[src/rtl/store_drain_ctrl_if.sv]
// Store-drain handshake bundle: LSU store port, ctrl_ram byte write port and load-hazard query.
// The master modport belongs to the LSU/RAM side and the slave modport belongs to store_drain_ctrl.
interface store_drain_ctrl_if #(
  parameter int DEPTH_LOG = 2
);
  logic                 st_valid;
  logic                 st_ready;
  logic [31:0]          st_addr;
  logic [31:0]          st_data;
  logic [2:0]           st_len;
  logic                 mem_write;
  logic [31:0]          mem_w_addr;
  logic [7:0]           mem_w_data;
  logic                 writting;
  logic                 io_buffer_full;
  logic [31:0]          ld_addr;
  logic [2:0]           ld_len;
  logic                 ld_block;
  logic                 sb_empty;
  logic [DEPTH_LOG:0]   sb_count;

  modport master (
    output st_valid, st_addr, st_data, st_len, writting, io_buffer_full, ld_addr, ld_len,
    input  st_ready, mem_write, mem_w_addr, mem_w_data, ld_block, sb_empty, sb_count
  );

  modport slave (
    input  st_valid, st_addr, st_data, st_len, writting, io_buffer_full, ld_addr, ld_len,
    output st_ready, mem_write, mem_w_addr, mem_w_data, ld_block, sb_empty, sb_count
  );
endinterface

[src/rtl/store_drain_ctrl.sv]
// Committed-store FIFO that drains one byte per granted cycle toward ctrl_ram, with IO pacing.
// Macro STORE_DRAIN_LDCHK_EN: when defined, ld_block uses address-overlap checking; otherwise it blocks whenever stores are pending.
module store_drain_ctrl #(
  parameter int DEPTH_LOG = 2
) (
  input  logic             clk,
  input  logic             rst,
  store_drain_ctrl_if.slave sd
);
  localparam int DEPTH = 1 << DEPTH_LOG;
  localparam logic [DEPTH_LOG:0] DEPTH_CNT = (DEPTH_LOG+1)'(DEPTH);

  logic [31:0]          addr_q [DEPTH];
  logic [31:0]          addr_d [DEPTH];
  logic [31:0]          data_q [DEPTH];
  logic [31:0]          data_d [DEPTH];
  logic [2:0]           len_q  [DEPTH];
  logic [2:0]           len_d  [DEPTH];

  logic [DEPTH_LOG-1:0] head_q, head_d, tail_q, tail_d;
  logic [DEPTH_LOG:0]   count_q, count_d;
  logic [1:0]           bidx_q, bidx_d;
  logic                 io_gap_q, io_gap_d;

  logic                 empty, push, pop, grant, last_byte, io_head;
  logic [31:0]          h_addr, h_data;
  logic [2:0]           h_len;

  assign empty     = (count_q == '0);
  assign h_addr    = addr_q[head_q];
  assign h_data    = data_q[head_q];
  assign h_len     = len_q[head_q];

  assign sd.st_ready   = !rst && (count_q < DEPTH_CNT);
  assign sd.mem_w_addr = h_addr + {30'b0, bidx_q};
  assign sd.mem_w_data = h_data[{bidx_q, 3'b000} +: 8];
  assign io_head       = (sd.mem_w_addr[17:16] == 2'b11);
  assign sd.mem_write  = !empty && !(io_head && (sd.io_buffer_full || io_gap_q));
  assign sd.sb_empty   = empty;
  assign sd.sb_count   = count_q;

  // Zero-length stores complete the handshake but never occupy an entry.
  assign push      = sd.st_valid && sd.st_ready && (sd.st_len != 3'd0);
  assign grant     = sd.mem_write && sd.writting;
  assign last_byte = ({1'b0, bidx_q} == (h_len - 3'd1));
  assign pop       = grant && last_byte;

  always_comb begin
    addr_d   = addr_q;
    data_d   = data_q;
    len_d    = len_q;
    head_d   = head_q;
    tail_d   = tail_q;
    bidx_d   = bidx_q;
    io_gap_d = grant && io_head;
    count_d  = count_q + {{DEPTH_LOG{1'b0}}, push} - {{DEPTH_LOG{1'b0}}, pop};
    if (push) begin
      addr_d[tail_q] = sd.st_addr;
      data_d[tail_q] = sd.st_data;
      len_d[tail_q]  = sd.st_len;
      tail_d         = tail_q + DEPTH_LOG'(1);
    end
    if (grant) begin
      if (last_byte) begin
        bidx_d = 2'd0;
        head_d = head_q + DEPTH_LOG'(1);
      end else begin
        bidx_d = bidx_q + 2'd1;
      end
    end
  end

  always_ff @(posedge clk) begin
    if (rst) begin
      head_q   <= '0;
      tail_q   <= '0;
      count_q  <= '0;
      bidx_q   <= 2'd0;
      io_gap_q <= 1'b0;
    end else begin
      head_q   <= head_d;
      tail_q   <= tail_d;
      count_q  <= count_d;
      bidx_q   <= bidx_d;
      io_gap_q <= io_gap_d;
    end
  end

  // Entry payload needs no reset; validity comes solely from head/count.
  always_ff @(posedge clk) begin
    addr_q <= addr_d;
    data_q <= data_d;
    len_q  <= len_d;
  end

`ifdef STORE_DRAIN_LDCHK_EN
  logic                 ld_hit;
  logic                 ld_io;
  logic [32:0]          ld_lo, ld_hi, e_lo, e_hi;
  logic [DEPTH_LOG-1:0] offs;

  // Head entry keeps its full original range, so already-drained bytes still count as hazards.
  always_comb begin
    ld_hit = 1'b0;
    ld_lo  = {1'b0, sd.ld_addr};
    ld_hi  = ld_lo + 33'(sd.ld_len);
    ld_io  = (sd.ld_addr[17:16] == 2'b11);
    e_lo   = '0;
    e_hi   = '0;
    offs   = '0;
    for (int i = 0; i < DEPTH; i++) begin
      offs = DEPTH_LOG'(i) - head_q;
      if ({1'b0, offs} < count_q) begin
        e_lo = {1'b0, addr_q[i]};
        e_hi = e_lo + 33'(len_q[i]);
        if ((e_lo < ld_hi) && (ld_lo < e_hi)) ld_hit = 1'b1;
        if (ld_io && (addr_q[i][17:16] == 2'b11)) ld_hit = 1'b1;
      end
    end
  end

  assign sd.ld_block = !rst && (sd.ld_len != 3'd0) && ld_hit;
`else
  logic unused_ld_addr;
  assign unused_ld_addr = ^sd.ld_addr;
  assign sd.ld_block    = !rst && (sd.ld_len != 3'd0) && !empty;
`endif

endmodule

[src/flat_wrapper.sv]
// flat-port wrapper written by rule: the top's interface ports become plain ports
module store_drain_ctrl_flat 
#(
  parameter int DEPTH_LOG = 2
)
  (clk, rst, sd_st_valid, sd_st_addr, sd_st_data, sd_st_len, sd_writting, sd_io_buffer_full, sd_ld_addr, sd_ld_len, sd_st_ready, sd_mem_write, sd_mem_w_addr, sd_mem_w_data, sd_ld_block, sd_sb_empty, sd_sb_count);
  store_drain_ctrl_if #(.DEPTH_LOG(DEPTH_LOG)) sd_i ();
  input  logic clk;
  input  logic rst;
  input wire logic [$bits(sd_i.st_valid)-1:0] sd_st_valid;
  input wire logic [$bits(sd_i.st_addr)-1:0] sd_st_addr;
  input wire logic [$bits(sd_i.st_data)-1:0] sd_st_data;
  input wire logic [$bits(sd_i.st_len)-1:0] sd_st_len;
  input wire logic [$bits(sd_i.writting)-1:0] sd_writting;
  input wire logic [$bits(sd_i.io_buffer_full)-1:0] sd_io_buffer_full;
  input wire logic [$bits(sd_i.ld_addr)-1:0] sd_ld_addr;
  input wire logic [$bits(sd_i.ld_len)-1:0] sd_ld_len;
  output wire logic [$bits(sd_i.st_ready)-1:0] sd_st_ready;
  output wire logic [$bits(sd_i.mem_write)-1:0] sd_mem_write;
  output wire logic [$bits(sd_i.mem_w_addr)-1:0] sd_mem_w_addr;
  output wire logic [$bits(sd_i.mem_w_data)-1:0] sd_mem_w_data;
  output wire logic [$bits(sd_i.ld_block)-1:0] sd_ld_block;
  output wire logic [$bits(sd_i.sb_empty)-1:0] sd_sb_empty;
  output wire logic [$bits(sd_i.sb_count)-1:0] sd_sb_count;
  assign sd_i.st_valid = sd_st_valid;
  assign sd_i.st_addr = sd_st_addr;
  assign sd_i.st_data = sd_st_data;
  assign sd_i.st_len = sd_st_len;
  assign sd_i.writting = sd_writting;
  assign sd_i.io_buffer_full = sd_io_buffer_full;
  assign sd_i.ld_addr = sd_ld_addr;
  assign sd_i.ld_len = sd_ld_len;
  assign sd_st_ready = sd_i.st_ready;
  assign sd_mem_write = sd_i.mem_write;
  assign sd_mem_w_addr = sd_i.mem_w_addr;
  assign sd_mem_w_data = sd_i.mem_w_data;
  assign sd_ld_block = sd_i.ld_block;
  assign sd_sb_empty = sd_i.sb_empty;
  assign sd_sb_count = sd_i.sb_count;
  store_drain_ctrl #(.DEPTH_LOG(DEPTH_LOG)) u_core (.clk(clk), .rst(rst), .sd(sd_i));
endmodule
[config.mk]
export PLATFORM = sky130hd
export DESIGN_NAME = store_drain_ctrl_flat
export DESIGN_NICKNAME = d
export VERILOG_FILES = /design/src/rtl/store_drain_ctrl_if.sv /design/src/rtl/store_drain_ctrl.sv /design/src/flat_wrapper.sv
export SDC_FILE = /design/constraint.sdc
export NUM_CORES = 1
export LEC_CHECK = 0
export CAP_MARGIN = 25
export CORE_ASPECT_RATIO = 1.2
export CORE_MARGIN = 2
export CORE_UTILIZATION = 50
export DETAILED_ROUTE_END_ITERATION = 12
export PLACE_DENSITY = 0.86
export SETUP_SLACK_MARGIN = 0.02
export SKIP_LAST_GASP = 1
export SYNTH_ARGS = -nofsm -noshare
export SYNTH_HDL_FRONTEND = slang
export SYNTH_SLANG_ARGS = --single-unit
[constraint.sdc]
create_clock -name clk -period 5.59 [get_ports clk]
set_clock_uncertainty 0.15 [all_clocks]
set_input_delay 1.118 -clock clk [delete_from_list [all_inputs] [get_ports clk]]
set_output_delay 1.118 -clock clk [all_outputs]
set_load 0.01 [all_outputs]
==> results of run 1 <==
## placed cells by master, fill, tap and decap left out, types with 2 or more instances in the layout
cell,n
sky130_fd_sc_hd__nand4_1,6
sky130_fd_sc_hd__and3_1,6
sky130_fd_sc_hd__and2_2,4
sky130_fd_sc_hd__nor3_4,2
sky130_fd_sc_hd__clkinv_1,3
sky130_fd_sc_hd__nor3_1,6
sky130_fd_sc_hd__buf_4,8
sky130_fd_sc_hd__nand3b_1,3
sky130_fd_sc_hd__ha_1,9
sky130_fd_sc_hd__xnor2_1,25
sky130_fd_sc_hd__and4_1,2
sky130_fd_sc_hd__mux4_2,74
sky130_fd_sc_hd__edfxtp_1,268
sky130_fd_sc_hd__clkinv_2,4
sky130_fd_sc_hd__nor2_1,17
sky130_fd_sc_hd__fa_1,2
sky130_fd_sc_hd__nand2_1,15
sky130_fd_sc_hd__dfxtp_1,8
sky130_fd_sc_hd__xor2_1,11
sky130_fd_sc_hd__buf_12,4
sky130_fd_sc_hd__clkbuf_1,9
sky130_fd_sc_hd__nand3_1,14
sky130_fd_sc_hd__nor2b_1,6
sky130_fd_sc_hd__clkdlybuf4s50_1,121
sky130_fd_sc_hd__mux2i_1,4
sky130_fd_sc_hd__a21oi_1,2
sky130_fd_sc_hd__clkbuf_16,27
sky130_fd_sc_hd__inv_1,16
## report_power, final
part / total (mW) / switching [mW] / leakage [nW] / internal, mW
clock network: 1.57 / 0.687 / 0.368 / 0.880
logic: 0.483 / 0.227 / 1.38 / 0.256
registers: 2.38 / 0.0220 / 2.51 / 2.36
## flip-flops by register name (all words and copies together), names as in the netlist
name / count
u_core.addr_q: 128
u_core.bidx_q: 2
u_core.data_q: 128
u_core.head_q: 2
u_core.io_gap_q: 1
u_core.len_q: 12
u_core.sd.sb_count: 3
u_core.tail_q: 2
## metal layers
metal  track usage [%]  up-vias
li1                  -     2478
met1             22.69     2875
met2             31.88      181
met3             3.669       32
met4             4.478        0
met5                 0        -
## synth_stat cells, types with 2 or more instances
cell type	n	area [sq um]
sky130_fd_sc_hd__edfxtp_1	268	8048
sky130_fd_sc_hd__mux4_2	74	1667
sky130_fd_sc_hd__xnor2_1	25	219.0
sky130_fd_sc_hd__nor2_1	17	63.81
sky130_fd_sc_hd__inv_1	16	60.06
sky130_fd_sc_hd__nand2_1	15	56.30
sky130_fd_sc_hd__nand3_1	14	70.07
sky130_fd_sc_hd__xor2_1	11	96.34
sky130_fd_sc_hd__buf_2	10	50.05
sky130_fd_sc_hd__dfxtp_1	10	200.2
sky130_fd_sc_hd__ha_1	9	112.6
sky130_fd_sc_hd__nor3_1	7	35.03
sky130_fd_sc_hd__and3_1	6	37.54
sky130_fd_sc_hd__clkbuf_1	6	22.52
sky130_fd_sc_hd__nand4_1	6	37.54
sky130_fd_sc_hd__nor2b_1	6	37.54
sky130_fd_sc_hd__and2_1	5	31.28
sky130_fd_sc_hd__mux2i_1	4	40.04
sky130_fd_sc_hd__nand3b_1	3	22.52
sky130_fd_sc_hd__a21oi_1	2	10.01
sky130_fd_sc_hd__and4_1	2	17.52
sky130_fd_sc_hd__buf_1	2	7.510
sky130_fd_sc_hd__fa_1	2	40.04
## worst paths after layout
path                                 start                               end  slack [ns]
min reg2reg     u_core.io_gap_q$_SDFF_PP0_        u_core.io_gap_q$_SDFF_PP0_        0.38
max          u_core.head_q[0]$_SDFFE_PP0P_                 sd_mem_w_addr[27]        0.21
max reg2reg  u_core.head_q[1]$_SDFFE_PP0P_  u_core.sd.sb_count[2]$_SDFF_PP0_        1.07
min             u_core.io_gap_q$_SDFF_PP0_        u_core.io_gap_q$_SDFF_PP0_        0.38
## worst max-delay path, delay by kind of cell (launching register included)
kind            cells  cell delay (ns)
simple gates        5             1.30
fa+ha+maj           1             0.29
flops               1             0.49
buf+inv             1             0.59
mux                 1             0.55
xor+xnor            1             0.19
compound gates      1             0.18
## logic make-up after synthesis
logic type	after synthesis	synth area share, %
compound gates	9	0.5707
xor+xnor	36	2.820
fa+ha+maj	11	1.365
buf+inv	37	1.600
flops	278	73.76
mux	80	15.46
simple gates	90	4.420
## layout make-up
class | count | area (sq um) | share of cell area, %
sequential | 278 | 8253 | 60.94
multi-input combinational | 226 | 2771 | 20.47
timing repair buffer | 134 | 1363 | 10.06
clock buffer | 36 | 709.4 | 5.239
tap | 274 | 342.8 | 2.532
inverter | 16 | 60.06 | 0.4435
clock inverter | 8 | 40.04 | 0.2957
antenna | 1 | 2.502 | 0.01848
## metrics by stage
step / instances / hold WS [ns] / util [%] / cell area (sq um)
3_3_place_gp: 925 / 0.3584 / 58.36 / 12750
4_1_cts: 969 / 0.3861 / 61.81 / 13510
2_1_floorplan: 541 / 0.3447 / - / 11180
6_report: 973 / 0.3832 / 61.97 / 13540
3_5_place_dp: 925 / 0.3767 / 58.36 / 12750
5_1_grt: 972 / 0.4224 / 61.96 / 13540
## timing repair
item,in CTS,in global routing
setup endpoints to repair,3,7
gates resized for setup,1,2
setup buffers,0,3
==> results.ini, run 1 <==
[sta]
grt_setup_unrepaired=false
maxSlewHeadroom_pct=45.64
timing.setup.tns_ns=0
layout_min_cycle_time_ns=5.383
hold_violations=0
final-max-slew-violation-count=0
worst_slew_pin_slew_ns=0.8155
setup_violations=0
max_clock_freq_mhz=185.8
timing.final.ws_setup_ns=0.2067
crit_share_post_route_pct=96.30

[routing]
detailroute.wirelength.met2_um=10910
drt-vias-per-instance=5.720
highest_layer=met4
detailed_routing_iterations_pass_1=4
drt-total-wl_um=20930
dr_total_vias=5566
route.layer.met1.wl_um=8286
drt_iter0_markers=347
wl_met3_um=1381
ant_nets=0
drc=0
avgRoutedWirePerCell_um=21.51

[setup_path]
worst_path_max_delay_cell=sky130_fd_sc_hd__clkdlybuf4s50_1
cpMostUsedCell=sky130_fd_sc_hd__nand3_1
worstPathCellList=mux4_2 -> ha_1 -> a21o_1 -> nand3_1 -> or3_1 -> or3b_4 -> nor2_4 -> nand3_1 -> xnor2_1 -> clkdlybuf4s50_1
max_stage_delay_ns=0.59
timing.setup.critical_path_class=reg -> out
worst_setup_path_start_kind=register
maximum_fanout_encountered_on_the_critical_timing_path=12
crit_arrival_ns=4.12
cp-end-kind=output pin
worstRegToRegCells=14
required_time_of_the_critical_path_ns=4.32

[synthesis]
synth_ff_type=sky130_fd_sc_hd__edfxtp_1
async_reset_ff_share_pct=0
syn-num-nets=659
unique_masters_post_synth=44
count_of_flip_flops_with_a_built_in_enable_after_synthesis=268
synthesis.area_sq_mm=0.01118
syn-instance-count=541
syn-mean-instance-area_sq_um=20.67
synthesis.yosys.warnings=0
proportion_of_synthesized_chip_area_in_sequential_cells_pct=73.76
synth_seq_cells=278

[cts]
clock_tree.root_cell=sky130_fd_sc_hd__clkbuf_16
clkSlewWorstSetupHoldPaths_ns=0.06
cts.sinks=278
h_tree_level_count=1
post_cts_hold_buffer_count=0
tritoncts.num_buffers=26
cts_tree=yes
worstSkewPairLatency_ns=0.52
clk_path_buf_depth=3

[grt]
globalRoute.totalOverflow=0
grt_start_max_net_pins=46
first_global_vias=5944
grtUsageTotal_pct=17.89
first_pass_grt_wire_length_um=32720
antenna_found_initial=1

[die]
placementRows=59
floorplan.io_pins=154
floorplan.die.width_um=140.5
start_util_pct=51.17
design.core.area_sq_mm=0.02185
die-height_um=167.8
die_area_sq_mm=0.02358

[status]
run_status=finished, final reports clean

[run]
drv_cap=0

[placed_design]
placement.setup.worst_slack_ns=0.4972
place.port_buffers=121
place_hpwl_um=13310
replace_congestion=0.7904

[layout]
final_layout_size_suffix_gt1_share_pct=19.05
area_delta_synth_final_pct=21.10
num-fill-cells=1482
final_nets=800

[min_path]
hold_depth=2
path_category_of_the_worst_min_delay_check=reg -> reg

[power]
power.density_mw_per_mm2=327.4
power.ir.vdd_worst_mv=0.2603
fin_total_pwr_mw=4.434
total_leakage_power_nw=4.263

Note: power is estimated with default switching activity, not from simulation.
==> inputs of run 2 (changes only) <==
CORE_MARGIN = 3   (was 2)
GPL_ROUTABILITY_DRIVEN = 0   (was unset)
PLACE_DENSITY = unset   (was 0.86)
PLACE_DENSITY_LB_ADDON = 0.3   (was unset)
==> run 2 against run 1 <==
  * Clock-buffer cell count shrank 4
  * First-iteration DRC count shrank 14%
  * Die area grew 2.6%
  * Utilization grew 0.53 points
  * Largest cell class unchanged
==> results.ini, run 2 (same netlist as run 1, synthesis figures left out) <==
[run]
drv_cap=0

[cts]
clock_tree.root_cell=sky130_fd_sc_hd__clkbuf_16
cts_tree=yes
cts.sinks=278
clkSlewWorstSetupHoldPaths_ns=0.06
tritoncts.num_buffers=27
h_tree_level_count=1
worstSkewPairLatency_ns=0.51
clk_path_buf_depth=3
post_cts_hold_buffer_count=0

[sta]
layout_min_cycle_time_ns=5.314
timing.setup.tns_ns=0
setup_violations=0
grt_setup_unrepaired=false
final-max-slew-violation-count=0
worst_slew_pin_slew_ns=0.5632
worst_hold_slack_after_final_layout_ns=0.3882
max_clock_freq_mhz=188.2
maxSlewHeadroom_pct=62.17
hold_violations=0
timing.final.ws_setup_ns=0.2764
crit_share_post_route_pct=95.06

[layout]
final_layout_size_suffix_gt1_share_pct=19.03
layout_common_cells=sky130_fd_sc_hd__edfxtp_1 (268), sky130_fd_sc_hd__clkdlybuf4s50_1 (121), sky130_fd_sc_hd__mux4_2 (74), sky130_fd_sc_hd__clkbuf_16 (28), sky130_fd_sc_hd__xnor2_1 (25)
layoutNonFillerInstCount=973
final_cell_utilization_of_the_core_pct=62.50
postLayoutCellArea_sq_mm=0.01366
reg_top3=u_core.addr_q (128), u_core.data_q (128), u_core.len_q (12)
antenna_cells=0
area_delta_synth_final_pct=22.13
final_nets=799
layout_commonest_cell=sky130_fd_sc_hd__edfxtp_1

[power]
fin_total_pwr_mw=4.534
total_leakage_power_nw=4.304
power.ir.vdd_worst_mv=0.2702
power.density_mw_per_mm2=332.0

[routing]
drt-total-wl_um=20640
drt-vias-per-instance=5.654
dr_total_vias=5501
drt_iter0_markers=297
avgRoutedWirePerCell_um=21.21
detailed_routing_iterations_pass_1=5
drc=0
ant_nets=0

[die]
die-height_um=169.8
start_util_pct=51.17
placementRows=59
floorplan.io_pins=154
design.core.area_sq_mm=0.02185
die_area_sq_mm=0.02420
floorplan.die.width_um=142.5

[placed_design]
place.port_buffers=121
placement.setup.worst_slack_ns=0.5805
placedInstanceArea_sq_mm=0.01268
place_hpwl_um=11970
placed_cells_incl_taps=920

[status]
run_status=finished, final reports clean

[grt]
first_global_vias=5957
first_pass_grt_wire_length_um=32310
globalRoute.totalOverflow=0
grtUsageTotal_pct=17.14
grt_start_max_net_pins=68
antenna_found_initial=0

[min_path]
path_category_of_the_worst_min_delay_check=reg -> reg
hold_depth=2

[setup_path]
maximum_fanout_encountered_on_the_critical_timing_path=9
timing.setup.critical_path_class=reg -> out
cp-end-kind=output pin
crit_arrival_ns=4.05
worstRegToRegCells=15
worst_setup_path_start_kind=register
required_time_of_the_critical_path_ns=4.32

## run 2: metal layers
metal | global-route usage [%] | vias up | routed length, um
met5 | 0 | - | 0
met2 | 29.82 | 174 | 10580
met4 | 4.010 | 0 | 372
met1 | 22.38 | 2824 | 8306
li1 | - | 2473 | -
met3 | 3.598 | 30 | 1383
## run 2: area by class of cell
class / count / area [sq um]
repair buffers: 132 / 1419
fillers: 1508 / 8194
inverters: 16 / 60.06
clock buffers: 32 / 694.4
well taps: 274 / 342.8
clock inverters: 15 / 117.6
multi-input cells: 226 / 2770
flip-flops and latches: 278 / 8253
## run 2: final timing paths
| check | endpoint | slack, ns | from |
|---|---|---|---|
| worst min-delay path | u_core.io_gap_q$_SDFF_PP0_ | 0.39 | u_core.io_gap_q$_SDFF_PP0_ |
| worst max register to register | u_core.sd.sb_count[2]$_SDFF_PP0_ | 1.20 | u_core.head_q[1]$_SDFFE_PP0P_ |
| worst min register to register | u_core.io_gap_q$_SDFF_PP0_ | 0.39 | u_core.io_gap_q$_SDFF_PP0_ |
| worst max-delay path | sd_mem_w_addr[28] | 0.28 | u_core.head_q[1]$_SDFFE_PP0P_ |
## run 2: worst max-delay path, cell delays in order, from the launching register on
cell                              delay [ns]
sky130_fd_sc_hd__dfxtp_2                0.50
sky130_fd_sc_hd__mux4_2                 0.25
sky130_fd_sc_hd__ha_1                   0.16
sky130_fd_sc_hd__inv_1                  0.06
sky130_fd_sc_hd__fa_1                   0.45
sky130_fd_sc_hd__nand3b_1               0.35
sky130_fd_sc_hd__nor3_2                 0.36
sky130_fd_sc_hd__nand3b_1               0.26
sky130_fd_sc_hd__nor2_1                 0.29
sky130_fd_sc_hd__nand2_1                0.11
sky130_fd_sc_hd__xnor2_1                0.16
sky130_fd_sc_hd__clkdlybuf4s50_1        0.56
## run 2: where the power goes
| group | total (mW) | internal [mW] | switching [mW] | leakage [nW] |
|---|---|---|---|---|
| Combinational | 0.488 | 0.261 | 0.227 | 1.40 |
| Clock | 1.66 | 0.970 | 0.694 | 0.395 |
| Sequential | 2.38 | 2.36 | 0.0207 | 2.51 |
| Total | 4.53 | 3.59 | 0.941 | 4.30 |
## run 2: repair_timing
item | 4_1_cts | 5_1_grt
setup endpoints to repair | 1 | 3
cloned | 0 | 1
gates resized for setup | 1 | 4
buffers inserted | 0 | 1
pin swaps | 0 | 0
